### config.mk
export PLATFORM = sky130hd
export DESIGN_NAME = adder_share_ctrl
export DESIGN_NICKNAME = d
export VERILOG_FILES = /design/src/rtl/adder_share_ctrl.sv
export SDC_FILE = /design/constraint.sdc
export NUM_CORES = 1
export LEC_CHECK = 0
export CAP_MARGIN = 40
export CORE_AREA = 3 3 106 108
export DETAILED_ROUTE_END_ITERATION = 8
export DIE_AREA = 0 0 109 111
export DONT_BUFFER_PORTS = 1
export PLACE_DENSITY_LB_ADDON = 0.2
export RECOVER_POWER = 100
export SLEW_MARGIN = 20
export SYNTH_ARGS = -nofsm -noshare
export SYNTH_HDL_FRONTEND = slang
export SYNTH_SLANG_ARGS = --single-unit
### constraint.sdc
create_clock -name clk -period 1.8 [get_ports clk]
set_input_delay 0.45 -clock clk [delete_from_list [all_inputs] [get_ports clk]]
set_output_delay 0.45 -clock clk [all_outputs]
set_load 0.03 [all_outputs]
### src/rtl/adder_share_ctrl.sv
// adder_share_ctrl
//   Arbitrates two requesters onto one shared ripple-carry adder. The
//   granted operation is latched into operand registers that drive the
//   adder directly. Those inputs are held for SETTLE_CYCLES clocks so the
//   carry can ripple. The sum and NZCO flags are then captured into a
//   response register that has a valid/ready handshake.
//
// Ports
//   clk, rst_n                 rising-edge clock, synchronous active-low reset
//   reqN_valid/ready           per-requester handshake (ready is combinational)
//   reqN_a, reqN_b, reqN_sub   operands, sub=1 selects A-B
//   add_a, add_b, add_cin      registered drive into the shared adder
//   add_s, add_cout            adder result
//   resp_valid/ready           response handshake
//   resp_id, resp_sum          owner of the result, captured sum
//   resp_flags                 {N,Z,C,O}
module adder_share_ctrl #(
  parameter int WIDTH         = 32,
  parameter int SETTLE_CYCLES = 2
) (
  input  logic             clk,
  input  logic             rst_n,
  input  logic             req0_valid,
  output logic             req0_ready,
  input  logic [WIDTH-1:0] req0_a,
  input  logic [WIDTH-1:0] req0_b,
  input  logic             req0_sub,
  input  logic             req1_valid,
  output logic             req1_ready,
  input  logic [WIDTH-1:0] req1_a,
  input  logic [WIDTH-1:0] req1_b,
  input  logic             req1_sub,
  output logic [WIDTH-1:0] add_a,
  output logic [WIDTH-1:0] add_b,
  output logic             add_cin,
  input  logic [WIDTH-1:0] add_s,
  input  logic             add_cout,
  output logic             resp_valid,
  input  logic             resp_ready,
  output logic             resp_id,
  output logic [WIDTH-1:0] resp_sum,
  output logic [3:0]       resp_flags
);

  typedef enum logic [1:0] {IDLE, SETTLE, RESP} state_e;

  localparam int              CNT_W    = 4;
  localparam logic [CNT_W-1:0] CNT_LAST = CNT_W'(SETTLE_CYCLES - 1);

  state_e           state_q, state_d;
  logic             prio_q, prio_d;       // 1 = requester 1 wins a tie
  logic [WIDTH-1:0] a_q, a_d;
  logic [WIDTH-1:0] b_q, b_d;             // b already inverted for sub
  logic             cin_q, cin_d;
  logic [CNT_W-1:0] cnt_q, cnt_d;
  logic             resp_valid_q, resp_valid_d;
  logic             resp_id_q, resp_id_d;
  logic [WIDTH-1:0] resp_sum_q, resp_sum_d;
  logic [3:0]       resp_flags_q, resp_flags_d;

  logic             want0, want1;
  logic [WIDTH-1:0] sel_a, sel_b;
  logic             sel_sub;
  logic             flag_n, flag_z, flag_c, flag_o;

  // Grant candidates. Exactly one of these can be high: a lone requester
  // always wins, and a tie goes to the requester named by the pointer.
  assign want0 = req0_valid && (!req1_valid || !prio_q);
  assign want1 = req1_valid && (!req0_valid ||  prio_q);

  assign sel_a   = want1 ? req1_a   : req0_a;
  assign sel_b   = want1 ? req1_b   : req0_b;
  assign sel_sub = want1 ? req1_sub : req0_sub;

  // Flags come from the live adder output and the held operands. Because
  // b_q is already inverted for sub, one overflow rule covers add and sub.
  assign flag_n = add_s[WIDTH-1];
  assign flag_z = (add_s == '0);
  assign flag_c = add_cout;
  assign flag_o = (a_q[WIDTH-1] == b_q[WIDTH-1]) && (add_s[WIDTH-1] != a_q[WIDTH-1]);

  always_comb begin
    state_d      = state_q;
    prio_d       = prio_q;
    a_d          = a_q;
    b_d          = b_q;
    cin_d        = cin_q;
    cnt_d        = cnt_q;
    resp_valid_d = resp_valid_q;
    resp_id_d    = resp_id_q;
    resp_sum_d   = resp_sum_q;
    resp_flags_d = resp_flags_q;
    req0_ready   = 1'b0;
    req1_ready   = 1'b0;

    unique case (state_q)
      IDLE: begin
        req0_ready = want0;
        req1_ready = want1;
        if (want0 || want1) begin
          a_d       = sel_a;
          b_d       = sel_sub ? ~sel_b : sel_b;
          cin_d     = sel_sub;
          resp_id_d = want1;
          // The requester just served drops to low priority.
          prio_d    = ~want1;
          cnt_d     = '0;
          state_d   = SETTLE;
        end
      end

      SETTLE: begin
        if (cnt_q == CNT_LAST) begin
          resp_sum_d   = add_s;
          resp_flags_d = {flag_n, flag_z, flag_c, flag_o};
          resp_valid_d = 1'b1;
          state_d      = RESP;
        end else begin
          cnt_d = cnt_q + 1'b1;
        end
      end

      RESP: begin
        if (resp_ready) begin
          resp_valid_d = 1'b0;
          state_d      = IDLE;
        end
      end

      default: state_d = IDLE;
    endcase
  end

  always_ff @(posedge clk) begin
    if (!rst_n) begin
      state_q      <= IDLE;
      prio_q       <= 1'b0;
      a_q          <= '0;
      b_q          <= '0;
      cin_q        <= 1'b0;
      cnt_q        <= '0;
      resp_valid_q <= 1'b0;
      resp_id_q    <= 1'b0;
      resp_sum_q   <= '0;
      resp_flags_q <= '0;
    end else begin
      state_q      <= state_d;
      prio_q       <= prio_d;
      a_q          <= a_d;
      b_q          <= b_d;
      cin_q        <= cin_d;
      cnt_q        <= cnt_d;
      resp_valid_q <= resp_valid_d;
      resp_id_q    <= resp_id_d;
      resp_sum_q   <= resp_sum_d;
      resp_flags_q <= resp_flags_d;
    end
  end

  assign add_a      = a_q;
  assign add_b      = b_q;
  assign add_cin    = cin_q;
  assign resp_valid = resp_valid_q;
  assign resp_id    = resp_id_q;
  assign resp_sum   = resp_sum_q;
  assign resp_flags = resp_flags_q;

endmodule
==> After elaboration in Yosys (flattened, before gate mapping) <==
Cells that the tools add are included.
{ "classes": {"n_addsub": 1, "mul": 0, "div_mod_pow": 0, "n_lt_le_gt_ge": 0, "n_eq_ne": 9, "n_shift": 0, "mux": 16, "n_bitwise": 2, "reduce_logical": 18} }
{ "ops": {"columns": ["cell", "n"], "rows": [
  ["32-bit 2-to-1 mux", 3],
  ["32-bit zero test", 1],
  ["32-bit inverter", 1],
  ["3-bit AND reduction", 3],
  ["4-bit 2-to-1 mux", 2],
  ["2-bit inequality test, second input constant", 4],
  ["4-bit one-hot mux with 2 select lines", 1],
  ["2-bit 2-to-1 mux", 3],
  ["2-bit one-hot mux with 3 select lines", 1],
  ["1-bit 2-to-1 mux", 5],
  ["4-bit by 1-bit adder with 4-bit output, second input constant", 1],
  ["4-bit by 1-bit == test with 1-bit output, second input constant", 1],
  ["2-bit AND reduction", 2],
  ["2-bit nonzero test", 2],
  ["1-bit logical AND", 3],
  ["1-bit zero test", 3],
  ["1-bit logical OR", 3],
  ["2-bit by 1-bit == test with 1-bit output, second input constant", 1],
  ["2-bit == test, second input constant", 1],
  ["2-bit zero test", 1],
  ["1-bit one-hot mux with 2 select lines", 1],
  ["1-bit == test", 1],
  ["1-bit inequality test", 1],
  ["1-bit inverter", 1]
]} }
{ "totals": {"reg_bits": 110, "latch_bits": 0, "mem_bits_rw": 0, "rom_bits": 0, "in_bits": 168, "output_inout_bits": 105, "elab_cells": 56, "mem_count": 0} }

==> Longest topological paths before layout <==
Gate-level depths: netlist of the first run.
{ "logic_depth": {"depth_word": 6, "ltp_mapped": 7, "ltp_nobuf": 6} }

==> Worst setup path before layout of the first run <==
Ideal clock, no wire load.
{ "synth_path": {"path_kind": "input-to-output", "from": "in req1_valid", "to": "out req0_ready", "arrival_ns": 1.145, "t_required_ns": 1.350, "path_slack_ns": 0.205, "path_stages": 5, "path_buffers": 2, "path_cell_list": "buf_2 > nand2_1 > nand3_1 > inv_1 > buf_2"} }
{ "synth_via": {"elab_chain_cells": 4} }
{ "synth_lines": {"columns": ["element", "line_no", "rtl"], "rows": [
  ["from (decl)", "28", "input logic req1_valid,"],
  ["1-bit zero test", "68", "assign want0 = req0_valid && (!req1_valid || !prio_q);"],
  ["1-bit logical OR", "68", null],
  ["1-bit logical AND", "68", null],
  ["1-bit 2-to-1 mux", "96", "unique case (state_q)"],
  ["to (decl)", "24", "output logic req0_ready,"]
]} }
No other way between the ends.

==> Worst setup path in the final report of the first run <==
{ "layout_path": {"from": "reg state_q[0]", "to": "out req0_ready"} }
{ "layout_via": {"elab_chain_cells": 2} }
{ "layout_lines": {"columns": ["element", "line_no", "rtl"], "rows": [
  ["from (decl)", "50", "state_e state_q, state_d;"],
  ["from (signal assigned)", "147", "state_q <= state_d;"],
  ["2-bit zero test", "96", null],
  ["1-bit 2-to-1 mux", "96", null]
]} }
No other way between the ends.

==> out/qor.yml, run 1 <==
outcome: "finished clean"
whs_endpoint: "resp_sum[22]"
r2r_setup_slack_ps: 130
syn2layout_area_growth_pct: 7.41
io_pins: 273
yosys_warnings: 0
async_flop_share: 0
clk_latency_ps: 370
numPortBuffers: 0
hold_depth: 2
worst-endpoint-arrival_ps: 1220
max_slew.worst_pin.slew_ps: 632
yosys.area.top_type: "dfxtp_1"
antenna_cells: 0
setup_viol: 0
hpwlAfterDp_microns: 10600
tritoncts: "yes"
grt_max_degree: 55
ant_nets: 0
final_common_cell: "nand2_1"
avgViaCountPerCell: 5.98
fin_crit_sh: 0.929
final_cell_mix: "nand2_1 (125), dfxtp_1 (107), a21oi_1 (71), nor2_1 (45), nand3_1 (37)"
routabilityCongestion: 0.865
required_ps: 1350
syn-cell-area_sq_mm: 0.00505
vdd_ir_drop_max_mv: 0.498
grt_use_total: 0.230
syn-num-nets: 783
wl_per_cell_microns: 19.7
cts_buffers: 9
synth_edf_count: 0
antenna_found_initial: 0
start_util: 0.489
critPathMaxFanout: 7
p_leak_nw: 1.87
overflow: 0
cp_slowest_stage_delay_ps: 380
dr.pass1.iters: 7
pwr_density_cell_mw_per_mm2: 1020
first_iter_violations: 344
fmax_mhz: 598
cts_hold_buf: 0
clock_path_buffers: 2
clk_pin_slew_ps: 110
crit_type: "flip-flop to output port"
r2r-end: "resp_flags[0]"
yosys-top-cells-area: "dfxtp_1 (43%), nand2_1 (9.3%), a21oi_1 (7.0%)"
slew_headroom: 0.578
hp-class: "input port to flip-flop"
seq_area_frac_synth: 0.432
final_cell_area_sq_mm: 0.00543
fin_nets: 765
drc: 0
die_area_sq_mm: 0.0121
rows: 37
root_buffer: "clkbuf_8"
ys.flop_type: "dfxtp_1"
synth_top_area_frac: 0.432
dpl_cell_area_sq_mm: 0.00515
hold_viol: 0
die_h_microns: 111
hold_ws_ps: 202
layout-drive-gt1-share: 0.0851
finalClockSkew_ps: 8.74
wl_microns: 14400
design.core.area_sq_mm: 0.0103
yosys_register_bits: 109
grt_first_pass_wirelength_microns: 22100
cts_max_level: 3
synthCells: 613
fp.dieW_microns: 109
startpoint_type: "flip-flop"
maxSlewViolCount: 0
cap_violations: 0
layout_min_cycle_time_ps: 1670
rr_startpoint: "cnt_q[1]"
cts_sinks: 109
reg2reg_depth: 8
cp_cell_sequence: "nor2_4 -> nand3_1 -> inv_1 -> buf_4"
avgSynthCellArea_sq_um: 8.24
crit_path_end_kind: "output port"
grt_pass1_vias: 4267
worstHoldStart: "add_s[22]"
cp_slowest_cell: "dfxtp_1"
vias: 4396
synth.distinct_cells: 37
what timing repair did:
| item | CTS | global route |
|---|---|---|
| resized for setup | 2 | 3 |
| pin swaps | 2 | 3 |
| cloned | 2 | 0 |
| buffers inserted | 1 | 3 |
| endpoints found under the setup margin | 2 | 30 |
cells in the mapped netlist (2+ instances only):
cell type  count
a222oi_1      22
nand3_1       37
dfxtp_1      109
xnor2_1       32
ha_1           2
nor2_4         2
a311oi_1      11
inv_1          3
nor4_1         7
buf_2         20
nor3_1         2
or3_1          3
xor2_1        32
nand2_1      125
a21oi_1       71
nand2b_1       3
buf_6          4
o21ai_0        3
o211ai_1      32
nor2_1        46
buf_4          4
clkbuf_1      27
nor2b_1        2
per-layer routing:
metal / share of wire / global-route usage / up-vias / wire length, microns
met5: 0 / 0 / - / 0
met4: 0.032 / 0.104 / 0 / 465
met3: 0.093 / 0.0658 / 35 / 1340
met2: 0.49 / 0.393 / 240 / 7150
met1: 0.38 / 0.262 / 2022 / 5490
li1: - / - / 2099 / -
through the flow:
step | worst slack, ps | cells | TNS, ps | total power [mW] | utilization
after floorplan | 205 | 613 | 0 | 3.78 | -
after global placement | 128 | 714 | 0 | 3.94 | 0.499
after detailed placement | 60.6 | 714 | 0 | 3.97 | 0.499
after CTS | 28.6 | 732 | 0 | 5.62 | 0.523
after global routing | -1.36 | 735 | -1.36 | 5.84 | 0.526
final | 127 | 735 | 0 | 5.56 | 0.526
power by group:
group          total [mW]  internal (mW)  switching [mW]
Clock                1.63          0.789           0.845
Combinational       0.835          0.367           0.468
Sequential           3.09           2.59           0.493
Total                5.56           3.75            1.81
state kept, by name (all words and copies together), names as in the netlist:
signal      cells
cnt_q           4
resp_sum       32
resp_valid      1
state_q         2
add_a          32
prio_q          1
add_cin         1
resp_id         1
resp_flags      3
add_b          32
worst max-delay path by stage:
stage,startpoint,end,slack [ps],depth (start not counted)
final,state_q[0],req0_ready,130,4
after global routing,prio_q,add_b[12],-1,5
after CTS,state_q[0],req0_ready,30,4
after detailed placement,cnt_q[0],resp_sum[25],60,6
after global placement,cnt_q[0],resp_sum[15],130,6
after floorplan,req1_valid,req0_ready,200,5
critical path: cells and delay by family, from the launching register on:
kind                   cells  cell delay (ps)
flip-flops                 1              380
AND/OR/NAND/NOR            2              250
buffers and inverters      2              240
final cells by class:
type	instances	area, sq um
clock buffer	9	124
clock inverter	6	93.8
fill	966	4900
inverter	4	16.3
multi-input combinational	447	2610
sequential	109	2180
tap	136	170
timing repair buffer	24	226
logic make-up after synthesis:
family / Yosys count / share of synthesized area
AO/OA/AOI/OAI: 145 / 0.194
XOR/XNOR: 64 / 0.111
adder cells (fa/ha/maj): 2 / 0.00495
buffers and inverters: 59 / 0.0577
flip-flops: 109 / 0.432
multiplexers: 1 / 0.00198
AND/OR/NAND/NOR: 233 / 0.198
(Power assumes the default switching activity.)
==> inputs of run 2 (changes only) <==
--- a/config.mk
+++ b/config.mk
@@ -7,6 +7,7 @@
 export LEC_CHECK = 0
 export CAP_MARGIN = 40
 export CORE_AREA = 3 3 106 108
+export CTS_CLUSTER_SIZE = 30
 export DETAILED_ROUTE_END_ITERATION = 8
 export DIE_AREA = 0 0 109 111
 export DONT_BUFFER_PORTS = 1
==> constraint.sdc (replaced) <==
create_clock -name clk -period 1.8 [get_ports clk]
set_input_delay 0.36 -clock clk [delete_from_list [all_inputs] [get_ports clk]]
set_output_delay 0.36 -clock clk [all_outputs]
set_load 0.03 [all_outputs]
==> run 2 against run 1 <==
  * Clock power fell by 9%
  * First-iteration DRC count rose by 12%
  * Final cell count fell by 1.2%
  * Power fell by 3.0%
  * Critical path depth did not move
  * Maximum frequency fell by 1.9%
  * Critical path type unchanged
  * Largest cell class unchanged
  * Combinational power fell by 3.0%
==> out/qor.yml, run 2 (synthesis results as in run 1) <==
outcome: "finished clean"
grt_pass1_vias: 4040
overflow: 0
maxSlewViolCount: 0
cts_buffers: 9
grt_max_degree: 55
wl_microns: 14100
clock_path_buffers: 2
hpwlAfterDp_microns: 10300
fp.dieW_microns: 109
avgViaCountPerCell: 5.99
slew_headroom: 0.579
antenna_cells: 0
p_leak_nw: 1.82
reg2reg_depth: 8
design.core.area_sq_mm: 0.0103
dr.pass1.iters: 8
final_cell_mix: "nand2_1 (125), dfxtp_1 (107), a21oi_1 (71), nor2_1 (45), nand3_1 (37)"
ant_nets: 0
cp_slowest_cell: "dfxtp_1"
first_iter_violations: 385
startpoint_type: "flip-flop"
finalPower_mw: 5.39
cp_cell_sequence: "nor2_4 -> nand3_1 -> inv_2 -> buf_4"
fin_setup_tns_ps: 0
grt_setup_unrepaired: "no"
crit_type: "flip-flop to output port"
antenna_found_initial: 0
cts_sinks: 109
fin_nets: 756
fmax_mhz: 586
final_util: 0.518
grt_first_pass_wirelength_microns: 20800
cts_max_level: 3
drc: 0
die_h_microns: 111
cap_violations: 0
hp-class: "input port to flip-flop"
fin_crit_sh: 0.947
grt_use_total: 0.218
clk_pin_slew_ps: 110
final_common_cell: "nand2_1"
max_slew.worst_pin.slew_ps: 631
required_ps: 1440
rows: 37
root_buffer: "clkbuf_8"
worst-endpoint-arrival_ps: 1350
vias: 4348
numPortBuffers: 0
layout_min_cycle_time_ps: 1710
wl_per_cell_microns: 19.4
routabilityCongestion: 0.853
io_pins: 273
start_util: 0.489
hold_viol: 0
clk_latency_ps: 370
critPathMaxFanout: 7
syn2layout_area_growth_pct: 5.90
pwr_density_cell_mw_per_mm2: 1010
die_area_sq_mm: 0.0121
crit_path_end_kind: "output port"
hold_ws_ps: 110
finalClockSkew_ps: 11.9
setup_viol: 0
vdd_ir_drop_max_mv: 0.405
layout-drive-gt1-share: 0.0729
hold_depth: 2
tritoncts: "yes"
fillers: 970
cp_slowest_stage_delay_ps: 390
-- run 2: final timing paths --
kind	start	to	slack (ps)
setup / recovery	state_q[0]	req0_ready	90
hold / removal	add_s[5]	resp_sum[5]	110
setup reg to reg	cnt_q[1]	resp_sum[1]	160
hold reg to reg	cnt_q[0]	cnt_q[0]	520
-- run 2: cell type report --
| class | instances | area [sq um] | area share |
|---|---|---|---|
| Inverter | 4 | 16.3 | 0.00304 |
| Clock buffer | 9 | 124 | 0.0232 |
| Tap cell | 136 | 170 | 0.0318 |
| Timing Repair Buffer | 17 | 181 | 0.0339 |
| Clock inverter | 6 | 71.3 | 0.0133 |
| Multi-Input combinational cell | 445 | 2600 | 0.486 |
| Sequential cell | 109 | 2180 | 0.408 |
-- run 2: critical path: cells and delay by family (launching register included) --
family                 cells  cell delay [ps]
DFF                        1              390
and+or+nand+nor            2              280
buffers and inverters      2              320
-- run 2: metal layers --
| metal | global-route usage | vias up | wire, microns |
|---|---|---|---|
| li1 | - | 2078 | - |
| met2 | 0.372 | 235 | 7030 |
| met3 | 0.0676 | 27 | 1400 |
| met5 | 0 | - | 0 |
| met4 | 0.0859 | 0 | 332 |
| met1 | 0.249 | 2008 | 5310 |
-- run 2: per-stage QoR --
stage	worst slack [ps]	area (sq um)	std cells
final	94.6	5350	726
after global routing	8.10	5350	726
after floorplan	282	5050	613
after global placement	128	5130	709
after CTS	2.87	5330	724
after detailed placement	65.3	5130	709
-- run 2: power breakdown --
part           switching [mW]  internal, mW
clock                   0.843         0.651
combinational           0.455         0.355
sequential              0.493          2.59
-- run 2: repair_timing --
| action | CTS | global route |
|---|---|---|
| buffers inserted | 0 | 2 |
| gates resized for setup | 2 | 6 |
| pin swaps | 0 | 1 |
| setup endpoints to repair | 2 | 25 |
| hold buffers | 0 | 0 |
| endpoints found under the hold margin | 0 | 0 |
==> inputs of run 3 (changes only) <==
--- a/config.mk
+++ b/config.mk
@@ -6,10 +6,12 @@
 export NUM_CORES = 1
 export LEC_CHECK = 0
 export CAP_MARGIN = 40
-export CORE_AREA = 3 3 106 108
+export CELL_PAD_IN_SITES_DETAIL_PLACEMENT = 1
+export CELL_PAD_IN_SITES_GLOBAL_PLACEMENT = 1
+export CORE_MARGIN = 3
+export CORE_UTILIZATION = 44
 export CTS_CLUSTER_SIZE = 30
 export DETAILED_ROUTE_END_ITERATION = 8
-export DIE_AREA = 0 0 109 111
 export DONT_BUFFER_PORTS = 1
 export PLACE_DENSITY_LB_ADDON = 0.2
 export RECOVER_POWER = 100
==> run 3 against run 2 <==
  * Non-clock buffer count stayed put
  * Clock-buffer cell count is 3 higher
  * First-iteration DRC count fell by 15%
  * Core utilization down 2.2 points
  * Register-to-register slack about the same
==> out/qor.yml, run 3 (synthesis results as in run 1) <==
io_pins: 273
netSwitchingFraction: 0.300
setup_viol: 0
startpoint_type: "flip-flop"
syn2layout_area_growth_pct: 8.45
cp_slowest_stage_delay_ps: 380
routabilityCongestion: 0.777
instances_no_fill: 731
required_ps: 1440
fin_setup_tns_ps: 0
layout-drive-gt1-share: 0.0677
antenna_cells: 0
seq_power_share: 0.509
fin_crit_sh: 0.938
worstHoldStart: "rst_n"
rows: 38
p_leak_nw: 1.88
hold_depth: 1
slew_headroom: 0.572
cts_hold_buf: 0
die_h_microns: 113
cp_slowest_cell: "dfxtp_1"
whs_endpoint: "prio_q"
grt_first_pass_wirelength_microns: 23900
dpl_cell_area_sq_mm: 0.00514
cts_buffers: 9
root_buffer: "clkbuf_16"
clkPwrFrac: 0.356
reg2reg_depth: 7
seqCellArea_sq_mm: 0.00218
design.core.area_sq_mm: 0.0110
clock_path_buffers: 2
r2r_setup_slack_ps: 150
final_cell_mix: "nand2_1 (125), dfxtp_1 (108), a21oi_1 (71), nor2_1 (45), nand3_1 (37)"
outcome: "finished clean"
final_cell_area_sq_mm: 0.00548
grt_setup_unrepaired: "no"
tritoncts: "yes"
multi_input_area_sq_mm: 0.00259
grt_pass1_vias: 4566
crit_path_end_kind: "output port"
numPortBuffers: 0
fin_nets: 756
die_area_sq_mm: 0.0128
fp.dieW_microns: 113
pwr-share-comb: 0.135
crit_type: "flip-flop to output port"
cts_max_level: 3
vdd_ir_drop_max_mv: 0.563
layout_min_cycle_time_ps: 1690
finalPower_mw: 6.07
cp_cell_sequence: "nor2_4 -> nand3_1 -> inv_1 -> buf_8"
intPower_mw: 4.24
drc: 0
fillers: 1328
fmax_mhz: 592
max_slew.worst_pin.slew_ps: 641
hpwlAfterDp_microns: 11400
hold_ws_ps: 143
crit_family: "flip-flops"
overflow: 0
critPathMaxFanout: 23
wl_per_cell_microns: 21.1
avgViaCountPerCell: 6.09
clk_pin_slew_ps: 70
grt_use_total: 0.232
rr_startpoint: "cnt_q[1]"
p_sw_mw: 1.82
ant_nets: 0
final_common_cell: "nand2_1"
maxSlewViolCount: 0
hold_viol: 0
worst-endpoint-arrival_ps: 1330
antenna_found_initial: 0
cap_violations: 0
vias: 4449
r2r-end: "resp_sum[2]"
cts_sinks: 109
pwr_density_cell_mw_per_mm2: 1110
first_iter_violations: 329
dpl.cell_count: 714
finalClockSkew_ps: 11.8
clk_latency_ps: 350
wl_microns: 15400
start_util: 0.458
dr.pass1.iters: 5
hp-class: "input port to flip-flop"
grt_max_degree: 59
critical_path_buf_inv_count: 2
[run 3: worst max-delay path by stage]
stage / startpoint / endpoint / slack [ps] / depth (start not counted)
6_report: state_q[1] / req0_ready / 110 / 4
2_1_floorplan: cnt_q[0] / cnt_q[1] / 280 / 5
3_3_place_gp: cnt_q[0] / resp_sum[5] / 170 / 6
3_5_place_dp: cnt_q[0] / resp_sum[5] / 40 / 6
5_1_grt: cnt_q[1] / cnt_q[1] / 6 / 6
4_1_cts: cnt_q[0] / resp_sum[2] / 20 / 6
[run 3: area by class of cell]
cell class | instances | area share
multi-input combinational | 445 | 0.474
tap | 140 | 0.0320
timing repair buffer | 17 | 0.0333
sequential | 109 | 0.399
inverter | 4 | 0.00297
clock buffer | 12 | 0.0468
clock inverter | 4 | 0.0128
[run 3: through the flow]
stage / utilization / setup slack (ps)
after CTS: 0.496 / 21.4
after floorplan: - / 282
after global placement: 0.466 / 169
after detailed placement: 0.466 / 39.6
final: 0.497 / 111
after global routing: 0.497 / 6.35
[run 3: repair_timing]
item	in CTS	in global routing
endpoints found under the setup margin	3	28
endpoints found under the hold margin	0	0
cloned	0	0
gates resized for setup	1	3
buffers inserted	0	1
pin swaps	1	1
[run 3: power groups by stage]
| stage | Combinational (mW) | Clock [mW] | Sequential (mW) |
|---|---|---|---|
| 3_3_place_gp | 0.796 | 0 | 3.14 |
| 2_1_floorplan | 0.702 | 0 | 3.08 |
| 4_1_cts | 0.833 | 2.22 | 3.09 |
| 5_1_grt | 0.927 | 2.31 | 3.11 |
| 6_report | 0.816 | 2.16 | 3.09 |
| 3_5_place_dp | 0.832 | 0 | 3.15 |
[run 3: metal layers]
layer	vias to the layer above	routed length (microns)	track usage
met5	-	0	0
li1	2076	-	-
met4	0	374	0.0873
met3	26	1340	0.0834
met2	173	7960	0.404
met1	2174	5760	0.260
